File: config.mk
export PLATFORM = sky130hd
export DESIGN_NAME = load_use_stall_unit_flat
export DESIGN_NICKNAME = d
export VERILOG_FILES = /design/src/rtl/load_use_stall_unit_pkg.sv /design/src/rtl/load_use_stall_unit_if.sv /design/src/rtl/load_use_stall_unit_sat_counter.sv /design/src/rtl/load_use_stall_unit.sv /design/src/flat_wrapper.sv
export SDC_FILE = /design/constraint.sdc
export NUM_CORES = 1
export LEC_CHECK = 0
export CAP_MARGIN = 20
export CORE_UTILIZATION = 46
export DETAILED_ROUTE_END_ITERATION = 10
export PLACE_DENSITY = 0.8
export SLEW_MARGIN = 5
export SYNTH_ARGS = -nofsm -noshare
export SYNTH_HDL_FRONTEND = slang
export SYNTH_SLANG_ARGS = --single-unit
File: constraint.sdc
create_clock -name clock -period 2.2 [get_ports clock]
set_clock_uncertainty 0.15 [all_clocks]
set_input_delay 0.44 -clock clock [delete_from_list [all_inputs] [get_ports clock]]
set_output_delay 0.44 -clock clock [all_outputs]
set_load 0.05 [all_outputs]
File: src/rtl/load_use_stall_unit_pkg.sv
// Shared MIPS definitions: opcodes, hazard-unit state encoding and operand-use decode.
package mips_defs;

    localparam logic [5:0] OP_RTYPE = 6'h00;
    localparam logic [5:0] OP_BEQ   = 6'h04;
    localparam logic [5:0] OP_BNE   = 6'h05;
    localparam logic [5:0] OP_LW    = 6'h23;
    localparam logic [5:0] OP_SW    = 6'h2B;

    typedef enum logic [1:0] {
        StRun   = 2'd0,
        StStall = 2'd1,
        StHold  = 2'd2
    } state_e;

    // SW is left out on purpose: its store data is forwarded in MEM, only its rs matters.
    function automatic logic uses_rt(input logic [5:0] op);
        return (op == OP_RTYPE) || (op == OP_BEQ) || (op == OP_BNE);
    endfunction

endpackage

File: src/rtl/load_use_stall_unit_if.sv
// Pipeline-register view and control outputs of the load-use stall unit.
interface load_use_stall_unit_if #(
    parameter int unsigned CNT_W = 16
);
    logic [5:0]       ifid_op;
    logic [4:0]       ifid_rs;
    logic [4:0]       ifid_rt;
    logic [5:0]       idex_op;
    logic [4:0]       idex_rt;
    logic [5:0]       exmem_op;
    logic [4:0]       exmem_rd;
    logic             mem_ready;
    logic             pc_write;
    logic             ifid_write;
    logic             idex_flush;
    logic             pipe_hold;
    logic [CNT_W-1:0] stall_cycles;
    logic [CNT_W-1:0] hold_cycles;
    logic             mem_timeout;

    // Pipeline side: supplies stage contents, consumes the stall/hold controls.
    modport master (
        output ifid_op, ifid_rs, ifid_rt, idex_op, idex_rt, exmem_op, exmem_rd, mem_ready,
        input  pc_write, ifid_write, idex_flush, pipe_hold, stall_cycles, hold_cycles,
               mem_timeout
    );

    // Hazard unit side.
    modport slave (
        input  ifid_op, ifid_rs, ifid_rt, idex_op, idex_rt, exmem_op, exmem_rd, mem_ready,
        output pc_write, ifid_write, idex_flush, pipe_hold, stall_cycles, hold_cycles,
               mem_timeout
    );

endinterface

File: src/rtl/load_use_stall_unit_sat_counter.sv
// Saturating up-counter with synchronous clear; clear wins over increment.
module sat_counter #(
    parameter int unsigned   W   = 16,
    parameter logic [W-1:0]  MAX = {W{1'b1}}
) (
    input  logic         clk_i,
    input  logic         rst_ni,
    input  logic         inc_i,
    input  logic         clr_i,
    output logic [W-1:0] cnt_o
);

    logic [W-1:0] cnt_q, cnt_d;

    // Next count: clear, hold at MAX, or increment.
    always_comb begin
        cnt_d = cnt_q;
        if (clr_i) begin
            cnt_d = '0;
        end else if (inc_i && (cnt_q != MAX)) begin
            cnt_d = cnt_q + 1'b1;
        end
    end

    // Count register.
    always_ff @(posedge clk_i or negedge rst_ni) begin
        if (!rst_ni) begin
            cnt_q <= '0;
        end else begin
            cnt_q <= cnt_d;
        end
    end

    assign cnt_o = cnt_q;

endmodule

File: src/rtl/load_use_stall_unit.sv
// Load-use / memory-busy hazard controller beside the ID stage. Outputs are Mealy on
// the live pipeline-register contents; a memory hold overrides a load-use bubble.
module load_use_stall_unit
    import mips_defs::*;
#(
    parameter int unsigned CNT_W   = 16,
    parameter int unsigned TIMEOUT = 64
) (
    input  logic                  clock,
    input  logic                  reset_n,
    load_use_stall_unit_if.slave  bus
);

    localparam int unsigned     TmrW   = $clog2(TIMEOUT + 1);
    localparam logic [TmrW-1:0] TmrMax = TmrW'(TIMEOUT);

    state_e           state_q, state_d;
    logic             live_q;
    logic             tmo_q;
    logic             lu_ex, lu_br, is_br, mem_busy;
    logic             out_en, hold_act, stall_act;
    logic [TmrW-1:0]  timer;
    logic [CNT_W-1:0] stall_cnt, hold_cnt;

    // Hazard detection on the current stage contents; register 0 never hazards.
    always_comb begin
        is_br    = (bus.ifid_op == OP_BEQ) || (bus.ifid_op == OP_BNE);
        lu_ex    = (bus.idex_op == OP_LW) && (bus.idex_rt != 5'd0) &&
                   ((bus.idex_rt == bus.ifid_rs) ||
                    (uses_rt(bus.ifid_op) && (bus.idex_rt == bus.ifid_rt)));
        lu_br    = is_br && (bus.exmem_op == OP_LW) && (bus.exmem_rd != 5'd0) &&
                   ((bus.exmem_rd == bus.ifid_rs) || (bus.exmem_rd == bus.ifid_rt));
        mem_busy = ((bus.exmem_op == OP_LW) || (bus.exmem_op == OP_SW)) && !bus.mem_ready;
    end

    // RUN outputs are forced while in reset and until the first clock edge after it.
    assign out_en    = reset_n && live_q;
    assign hold_act  = out_en && mem_busy;
    assign stall_act = out_en && !mem_busy && (lu_ex || lu_br);

    // Mealy control outputs with hold taking priority over a bubble.
    always_comb begin
        bus.pc_write   = !(hold_act || stall_act);
        bus.ifid_write = !(hold_act || stall_act);
        bus.idex_flush = stall_act;
        bus.pipe_hold  = hold_act;
    end

    // Next state: HOLD releases to RUN; RUN and STALL re-evaluate the priority rule.
    always_comb begin
        state_d = StRun;
        unique case (state_q)
            StHold: state_d = hold_act ? StHold : StRun;
            default: begin
                if (hold_act) begin
                    state_d = StHold;
                end else if (stall_act) begin
                    state_d = StStall;
                end else begin
                    state_d = StRun;
                end
            end
        endcase
    end

    // FSM state and post-reset enable.
    always_ff @(posedge clock or negedge reset_n) begin
        if (!reset_n) begin
            state_q <= StRun;
            live_q  <= 1'b0;
        end else begin
            state_q <= state_d;
            live_q  <= 1'b1;
        end
    end

    // Sticky timeout: set on the edge that brings the hold timer to TIMEOUT.
    always_ff @(posedge clock or negedge reset_n) begin
        if (!reset_n) begin
            tmo_q <= 1'b0;
        end else if (hold_act && (timer >= TmrMax - 1'b1)) begin
            tmo_q <= 1'b1;
        end
    end

    sat_counter #(
        .W   (CNT_W)
    ) u_stall_cnt (
        .clk_i  (clock),
        .rst_ni (reset_n),
        .inc_i  (stall_act),
        .clr_i  (1'b0),
        .cnt_o  (stall_cnt)
    );

    sat_counter #(
        .W   (CNT_W)
    ) u_hold_cnt (
        .clk_i  (clock),
        .rst_ni (reset_n),
        .inc_i  (hold_act),
        .clr_i  (1'b0),
        .cnt_o  (hold_cnt)
    );

    // Consecutive-hold timer; any non-hold cycle restarts it.
    sat_counter #(
        .W   (TmrW),
        .MAX (TmrMax)
    ) u_hold_timer (
        .clk_i  (clock),
        .rst_ni (reset_n),
        .inc_i  (hold_act),
        .clr_i  (!hold_act),
        .cnt_o  (timer)
    );

    assign bus.stall_cycles = stall_cnt;
    assign bus.hold_cycles  = hold_cnt;
    assign bus.mem_timeout  = tmo_q;

endmodule

File: src/flat_wrapper.sv
// flat-port wrapper written by rule: the top's interface ports become plain ports
module load_use_stall_unit_flat import mips_defs::*;
#(
    parameter int unsigned CNT_W   = 16,
    parameter int unsigned TIMEOUT = 64
)
  (clock, reset_n, bus_ifid_op, bus_ifid_rs, bus_ifid_rt, bus_idex_op, bus_idex_rt, bus_exmem_op, bus_exmem_rd, bus_mem_ready, bus_pc_write, bus_ifid_write, bus_idex_flush, bus_pipe_hold, bus_stall_cycles, bus_hold_cycles, bus_mem_timeout);
  load_use_stall_unit_if #(.CNT_W(CNT_W)) bus_i ();
  input  logic clock;
  input  logic reset_n;
  input wire logic [$bits(bus_i.ifid_op)-1:0] bus_ifid_op;
  input wire logic [$bits(bus_i.ifid_rs)-1:0] bus_ifid_rs;
  input wire logic [$bits(bus_i.ifid_rt)-1:0] bus_ifid_rt;
  input wire logic [$bits(bus_i.idex_op)-1:0] bus_idex_op;
  input wire logic [$bits(bus_i.idex_rt)-1:0] bus_idex_rt;
  input wire logic [$bits(bus_i.exmem_op)-1:0] bus_exmem_op;
  input wire logic [$bits(bus_i.exmem_rd)-1:0] bus_exmem_rd;
  input wire logic [$bits(bus_i.mem_ready)-1:0] bus_mem_ready;
  output wire logic [$bits(bus_i.pc_write)-1:0] bus_pc_write;
  output wire logic [$bits(bus_i.ifid_write)-1:0] bus_ifid_write;
  output wire logic [$bits(bus_i.idex_flush)-1:0] bus_idex_flush;
  output wire logic [$bits(bus_i.pipe_hold)-1:0] bus_pipe_hold;
  output wire logic [$bits(bus_i.stall_cycles)-1:0] bus_stall_cycles;
  output wire logic [$bits(bus_i.hold_cycles)-1:0] bus_hold_cycles;
  output wire logic [$bits(bus_i.mem_timeout)-1:0] bus_mem_timeout;
  assign bus_i.ifid_op = bus_ifid_op;
  assign bus_i.ifid_rs = bus_ifid_rs;
  assign bus_i.ifid_rt = bus_ifid_rt;
  assign bus_i.idex_op = bus_idex_op;
  assign bus_i.idex_rt = bus_idex_rt;
  assign bus_i.exmem_op = bus_exmem_op;
  assign bus_i.exmem_rd = bus_exmem_rd;
  assign bus_i.mem_ready = bus_mem_ready;
  assign bus_pc_write = bus_i.pc_write;
  assign bus_ifid_write = bus_i.ifid_write;
  assign bus_idex_flush = bus_i.idex_flush;
  assign bus_pipe_hold = bus_i.pipe_hold;
  assign bus_stall_cycles = bus_i.stall_cycles;
  assign bus_hold_cycles = bus_i.hold_cycles;
  assign bus_mem_timeout = bus_i.mem_timeout;
  load_use_stall_unit #(.CNT_W(CNT_W), .TIMEOUT(TIMEOUT)) u_core (.clock(clock), .reset_n(reset_n), .bus(bus_i));
endmodule
# Yosys cells after proc, flatten, opt, wreduce, memory -nomap -nowiden
# Cells that the tools add are included.
# W data, S select, Z words.
totals:
  register_bits: 41
  elab_cells: 53
  output_inout_bits: 37
  input_bits: 41
classes:
  mux: 2
  addsub: 3
  n_reduce_logical: 29
  n_eq_ne: 13
  n_lt_le_gt_ge: 1
ops:
  columns: ["op", "n"]
  rows:
  - ["$add A16 B1 Y16 const B", 2]
  - ["$ne A16 B16 Y1 const B", 2]
  - ["$eq A5 B5 Y1", 4]
  - ["$eq A6 B6 Y1 const B", 3]
  - ["$logic_and A1 B1 Y1", 15]
  - ["$mux W7", 2]
  - ["$eq A6 B3 Y1 const B", 2]
  - ["$reduce_bool A5 Y1", 2]
  - ["$logic_or A1 B1 Y1", 8]
  - ["$add A7 B1 Y7 const B", 1]
  - ["$ge A7 B6 Y1 const B", 1]
  - ["$ne A7 B7 Y1 const B", 1]
  - ["$logic_not A6 Y1", 1]
  - ["$logic_not A1 Y1", 3]
  - ["$ne A2 B2 Y1 const B", 1]

# Depth between registers and ports, before layout
depth:
  depth_word: 10
  mapped_depth: 9
  ltp_nobuf: 8

# Hierarchy
# A second synthesis with hierarchy kept.
unflattened:
  hier_cells: 297
  hier_area_um2: 2770.2
modules_own_cells:
  columns: ["module", "area_each_um2", "seq_area_each_um2", "cells_each", "instances"]
  rows:
  - ["sat_counter (u_core.u_hold_cnt ...)", 942.2, 400.4, 98, 2]
  - ["load_use_stall_unit", 452.9, 50.0, 56, 1]
  - ["sat_counter (u_core.u_hold_timer)", 432.9, 175.2, 45, 1]

# Worst setup path after synthesis
# No wires, ideal clock.
synth_path:
  kind: "input-to-output"
  start: "input port bus_idex_rt[0]"
  end: "output port bus_pc_write"
  arrival_time_ns: 2.377
  cell_stages: 7
  n_path_buf: 1
  required_ns: 1.610
  path_slack_ns: -0.767
  cell_sequence: "or4_1 > nor2_1 > nor3_2 > o21ai_2 > nand2_1 > o21bai_1 > buf_4"
synth_via:
  elab_chain_cells: 8
  word_cells_on_any_way: 11
  classes_between: "eq/ne: 2; reduce/logical: 9"
synth_rtl:
  columns: ["element", "line_no", "source"]
  rows:
  - ["start, declared", "flat_wrapper.sv:15", "input wire logic [$bits(bus_i.idex_rt)-1:0] bus_idex_rt;"]
  - ["$eq A5 B5 Y1", "load_use_stall_unit.sv:30", "(uses_rt(bus.ifid_op) && (bus.idex_rt == bus.ifid_rt)));"]
  - ["$logic_and A1 B1 Y1", "load_use_stall_unit.sv:30", null]
  - ["$logic_or A1 B1 Y1", "load_use_stall_unit.sv:29", "((bus.idex_rt == bus.ifid_rs) ||"]
  - ["$logic_and A1 B1 Y1 (*)", "load_use_stall_unit.sv:28", "lu_ex = (bus.idex_op == OP_LW) && (bus.idex_rt != 5'd0) &&"]
  - ["$logic_or A1 B1 Y1 (*)", "load_use_stall_unit.sv:39", "assign stall_act = out_en && !mem_busy && (lu_ex || lu_br);"]
  - ["$logic_and A1 B1 Y1 (*)", "load_use_stall_unit.sv:39", null]
  - ["$logic_or A1 B1 Y1 (*)", null, null]
  - ["$logic_not A1 Y1 (*)", null, null]
  - ["end, declared", "flat_wrapper.sv:19", "output wire logic [$bits(bus_i.pc_write)-1:0] bus_pc_write;"]
# Mark *: on every way between the ends. The rest lies on a longest branch, timed or not.

# Worst setup path after layout
layout_path:
  start: "input port bus_ifid_rt[4]"
  end: "output port bus_idex_flush"
layout_via:
  elab_chain_cells: 6
  word_cells_on_any_way: 9
  classes_between: "eq/ne: 2; reduce/logical: 7"
layout_rtl:
  columns: ["element", "line_no", "source"]
  rows:
  - ["start, declared", "flat_wrapper.sv:13", "input wire logic [$bits(bus_i.ifid_rt)-1:0] bus_ifid_rt;"]
  - ["$eq A5 B5 Y1", "load_use_stall_unit.sv:30", null]
  - ["$logic_and A1 B1 Y1", "load_use_stall_unit.sv:30", null]
  - ["$logic_or A1 B1 Y1", "load_use_stall_unit.sv:29", null]
  - ["$logic_and A1 B1 Y1", "load_use_stall_unit.sv:28", null]
  - ["$logic_or A1 B1 Y1 (*)", "load_use_stall_unit.sv:39", null]
  - ["$logic_and A1 B1 Y1 (*)", "load_use_stall_unit.sv:39", null]
  - ["end, declared", "flat_wrapper.sv:21", "output wire logic [$bits(bus_i.idex_flush)-1:0] bus_idex_flush;"]
# Marks and branches as above.

==> flow_summary_export.csv <==
group,metric,value,unit
status,outcome,"finished, violations left",
status,violations,"negative setup slack",
setup_path,required,1610,ps
synthesis,syn_area_per_cell,10.4,sq um
setup_path,cp.arrival,1850,ps
drt,wl_met3,320,microns
setup_path,slowest_delay,270,ps
cts,cts_htree_levels,2,
synthesis,synth.mux.area_fraction,0.0187,
synthesis,synthCells,232,
final_layout,final_util,0.816,
synthesis,yosysUniqueCellTypes,42,
synthesis,syn-cell-area,0.00241,sq mm
die,ios,78,
die,die-area,0.00553,sq mm
global_route,grt_first_pass_wirelength,10.8,mm
synthesis,ys_ff_latch,41,
drt,wl_met1,2.78,mm
synthesis,synth_edf_count,0,
sta,max_slew_margin,0.654,
sta,final_max_slew_viol_count,0,
power_and_ir_drop,peakVddDrop,0.317,mV
drt,wl,6.83,mm
setup_path,cp_slowest_cell,"dlygate4sd2_1",
final_layout,fin_nets,402,
die,coreArea,0.00488,sq mm
sta,worstMarginPinSlew,518,ps
die,die_h,74.4,microns
drt,drt_first_pass_iters,4,
synthesis,synth_top_family_by_area,"simple AND/OR/NAND/NOR gates",
drt,wire_per_inst,16.1,microns
sta,fin_crit,2440,ps
synthesis,async_flop_share,1.00,
power_and_ir_drop,leakagePower,1.88,nW
die,start_util,0.494,
placed_design,io_buffer_count,77,
drt,drt-vias-per-instance,5.18,
drt,drt_first_iter_violations,90,
die,fp.dieW,74.4,microns
drt,wl_met2,3.59,mm
synthesis,synthAdderAreaFrac,0.0208,
setup_path,crit_buf_inv,3,
final_layout,drive_above_1_share,0.411,
sta,fin_ws,-239,ps
power_and_ir_drop,combPwrFrac,0.144,
setup_path,cp_max_fo,3,
setup_path,crit_path_start_kind,"primary input",
worst_hold_path,hp-class,"in2async",
sta,fmax,410,MHz
die,row_count,25,
global_route,grt_usage,0.266,
synthesis,synth_top_flop_cell,"dfrtp_1",
placed_design,gp_congestion,0.833,
placed_design,dpl.hpwl,4.42,mm
cts,cts_buffers,5,
power_and_ir_drop,powerDensity,400,mW/mm^2
power_and_ir_drop,clkPwrFrac,0.376,
global_route,grt_pass1_vias,2264,
drt,ant_nets,0,
sta,hold_ws,126,ps
power_and_ir_drop,p_total,0.00159,W
power_and_ir_drop,swShare,0.240,
drt,drcViolationCount,0,
flow_run,cap_viol_max_count,0,
cts,cts_buffer_depth,2,
cts,clk_latency,300,ps
global_route,grt_max_degree,42,
sta,finalHoldViolCount,0,
global_route,grt_overflow,0,
power_and_ir_drop,p_int,0.00121,W
cts,clock-sinks,41,
cts,cts_tree,"yes",
setup_path,crit_chain,"dlygate4sd2_1 > xnor2_1 > nand3_4 > nor4_4 > o21ai_2 > buf_4 > a21oi_4 > buf_12",
final_layout,antenna_cells,0,
synthesis,synth-compound-area-share,0.0400,
sta,rsz0062_at_grt,"true",
synthesis,synth_nets,277,
cts,ctsHoldBuffers,0,
synthesis,yosys.area_share.simple,0.259,
sta,fin_crit_sh,1.11,
sta,setup_viol,18,
cts,clk_pin_slew,80,ps
synthesis,seq_area_frac_synth,0.426,
synthesis,yosys_warnings,0,
setup_path,path_delay_family,"buffers and inverters",
power_and_ir_drop,sequentialPowerShare,0.479,
power_and_ir_drop,switching_power,0.000383,W
synthesis,synth_xor_area_frac,0.215,
cts,cts-root-buf,"clkbuf_8",
setup_path,cp-end-kind,"output pin",
final_layout,area_growth,65.1,%
drt,highest_layer,"met4",
global_route,antenna_found_initial,0,
sta,fin_tns_setup,-2680,ps
setup_path,critical_path_class,"in2out",
drt,vias,2200,
-- per-layer routing --
metal / track usage / vias up
met2: 0.449 / 64
met3: 0.0596 / 15
met4: 0.132 / 0
li1: - / 1034
met1: 0.320 / 1087
met5: 0 / -
-- what timing repair did --
item	CTS	global route
setup endpoints to repair	30	38
pin swaps	35	22
gates cloned	1	0
gates resized for setup	133	30
endpoints found under the hold margin	0	0
buffers inserted	12	5
-- cell families (layout without fill, tap and decap cells) --
| kind of cell | Yosys count | after routing |
|---|---|---|
| AO/OA/AOI/OAI | 13 | 14 |
| XOR/XNOR | 54 | 54 |
| adder cells (fa/ha/maj) | 4 | 4 |
| buffers and inverters | 7 | 132 |
| flip-flops | 41 | 41 |
| multiplexers | 4 | 4 |
| other | 1 | 1 |
| AND/OR/NAND/NOR | 108 | 108 |
-- sequential cells by signal, indices dropped and copies added, names as in the netlist --
name                       flops
u_core.u_hold_cnt.cnt_o       16
u_core.u_stall_cnt.cnt_o      16
u_core.u_hold_timer.cnt_o      7
u_core.bus.mem_timeout         1
u_core.live_q                  1
-- worst register-to-register path, cell delays in order (launching register included) --
cell,delay (ps)
dfrtp_2,400
ha_1,170
nand3_1,110
nor2_1,160
nand3_1,190
nor2_1,300
a211o_4,250
buf_12,150
nor2_4,40
xor2_2,130
-- power by group through the flow --
stage | Combinational (W) | Sequential, W | Clock [W]
after floorplan | 0.0000543 | 0.000790 | 0
after global placement | 0.000199 | 0.000777 | 0
after detailed placement | 0.000202 | 0.000777 | 0
after CTS | 0.000210 | 0.000763 | 0.000610
after global routing | 0.000244 | 0.000764 | 0.000638
final | 0.000229 | 0.000763 | 0.000599
-- layout by cell type, fill, tap and decap left out, types with 5 or more instances in the layout --
master            n
buf_6            14
xnor2_1          21
dlymetal6s2s_1    5
dlygate4sd2_1    11
nor3_4            7
dfrtp_1          39
nor2_4           11
xnor2_2           7
xor2_2            7
nand4_1           5
nor2_1           17
buf_12            6
nand2_1          21
xor2_1           18
clkbuf_8          5
clkdlybuf4s50_1  24
buf_4            39
clkbuf_2          5
buf_2            11
nand3_1          18
-- area by class of cell --
cell class              instances  area [sq um]
well taps                      67          83.8
inverters                       5          22.5
flip-flops and latches         41          1030
repair buffers                119          1100
clock buffers                   6          72.6
multi-input cells             185          1640
clock inverters                 2          35.0
fillers                       284           898
-- final timing paths --
path                            slack, ps                            to                   startpoint  depth (start not counted)
worst max-delay path                 -240                bus_idex_flush               bus_ifid_rt[4]                          8
max in group asynchronous            1390   u_core.u_stall_cnt.cnt_o[1]                      reset_n                          2
min in group clock                    320        u_core.bus.mem_timeout       u_core.bus.mem_timeout                          1
worst min register to register        320        u_core.bus.mem_timeout       u_core.bus.mem_timeout                          1
worst max register to register         40   u_core.u_stall_cnt.cnt_o[3]  u_core.u_stall_cnt.cnt_o[1]                          9
worst min-delay path                  130  u_core.u_hold_timer.cnt_o[6]                      reset_n                          2
-- synthesized netlist by cell type (all sizes together), types with 2 or more instances --
master,number,area [sq um]
nand2,23,86.3
buf,2,27.5
o211ai,2,15.0
and2,2,12.5
ha,4,50.1
mux2,4,45.0
a21oi,2,10.0
and4,4,35.0
and3,2,12.5
or4,2,15.0
nor4,3,40.0
nand4,5,31.3
o21ai,3,18.8
nor2,30,165
nand3,21,110
xor2,26,273
inv,5,18.8
xnor2,28,245
nand3b,2,15.0
o21bai,2,15.0
dfrtp,41,1030
nor3,8,55.1
-- stage by stage --
| stage | setup slack (ps) | instance area [sq um] | std cells |
|---|---|---|---|
| 2_1_floorplan | -274 | 2460 | 232 |
| 3_3_place_gp | -659 | 3550 | 404 |
| 3_5_place_dp | -683 | 3550 | 404 |
| 4_1_cts | -280 | 3880 | 424 |
| 5_1_grt | -284 | 3980 | 425 |
| 6_report | -239 | 3980 | 425 |
Power figures use the tool's default switching activity.
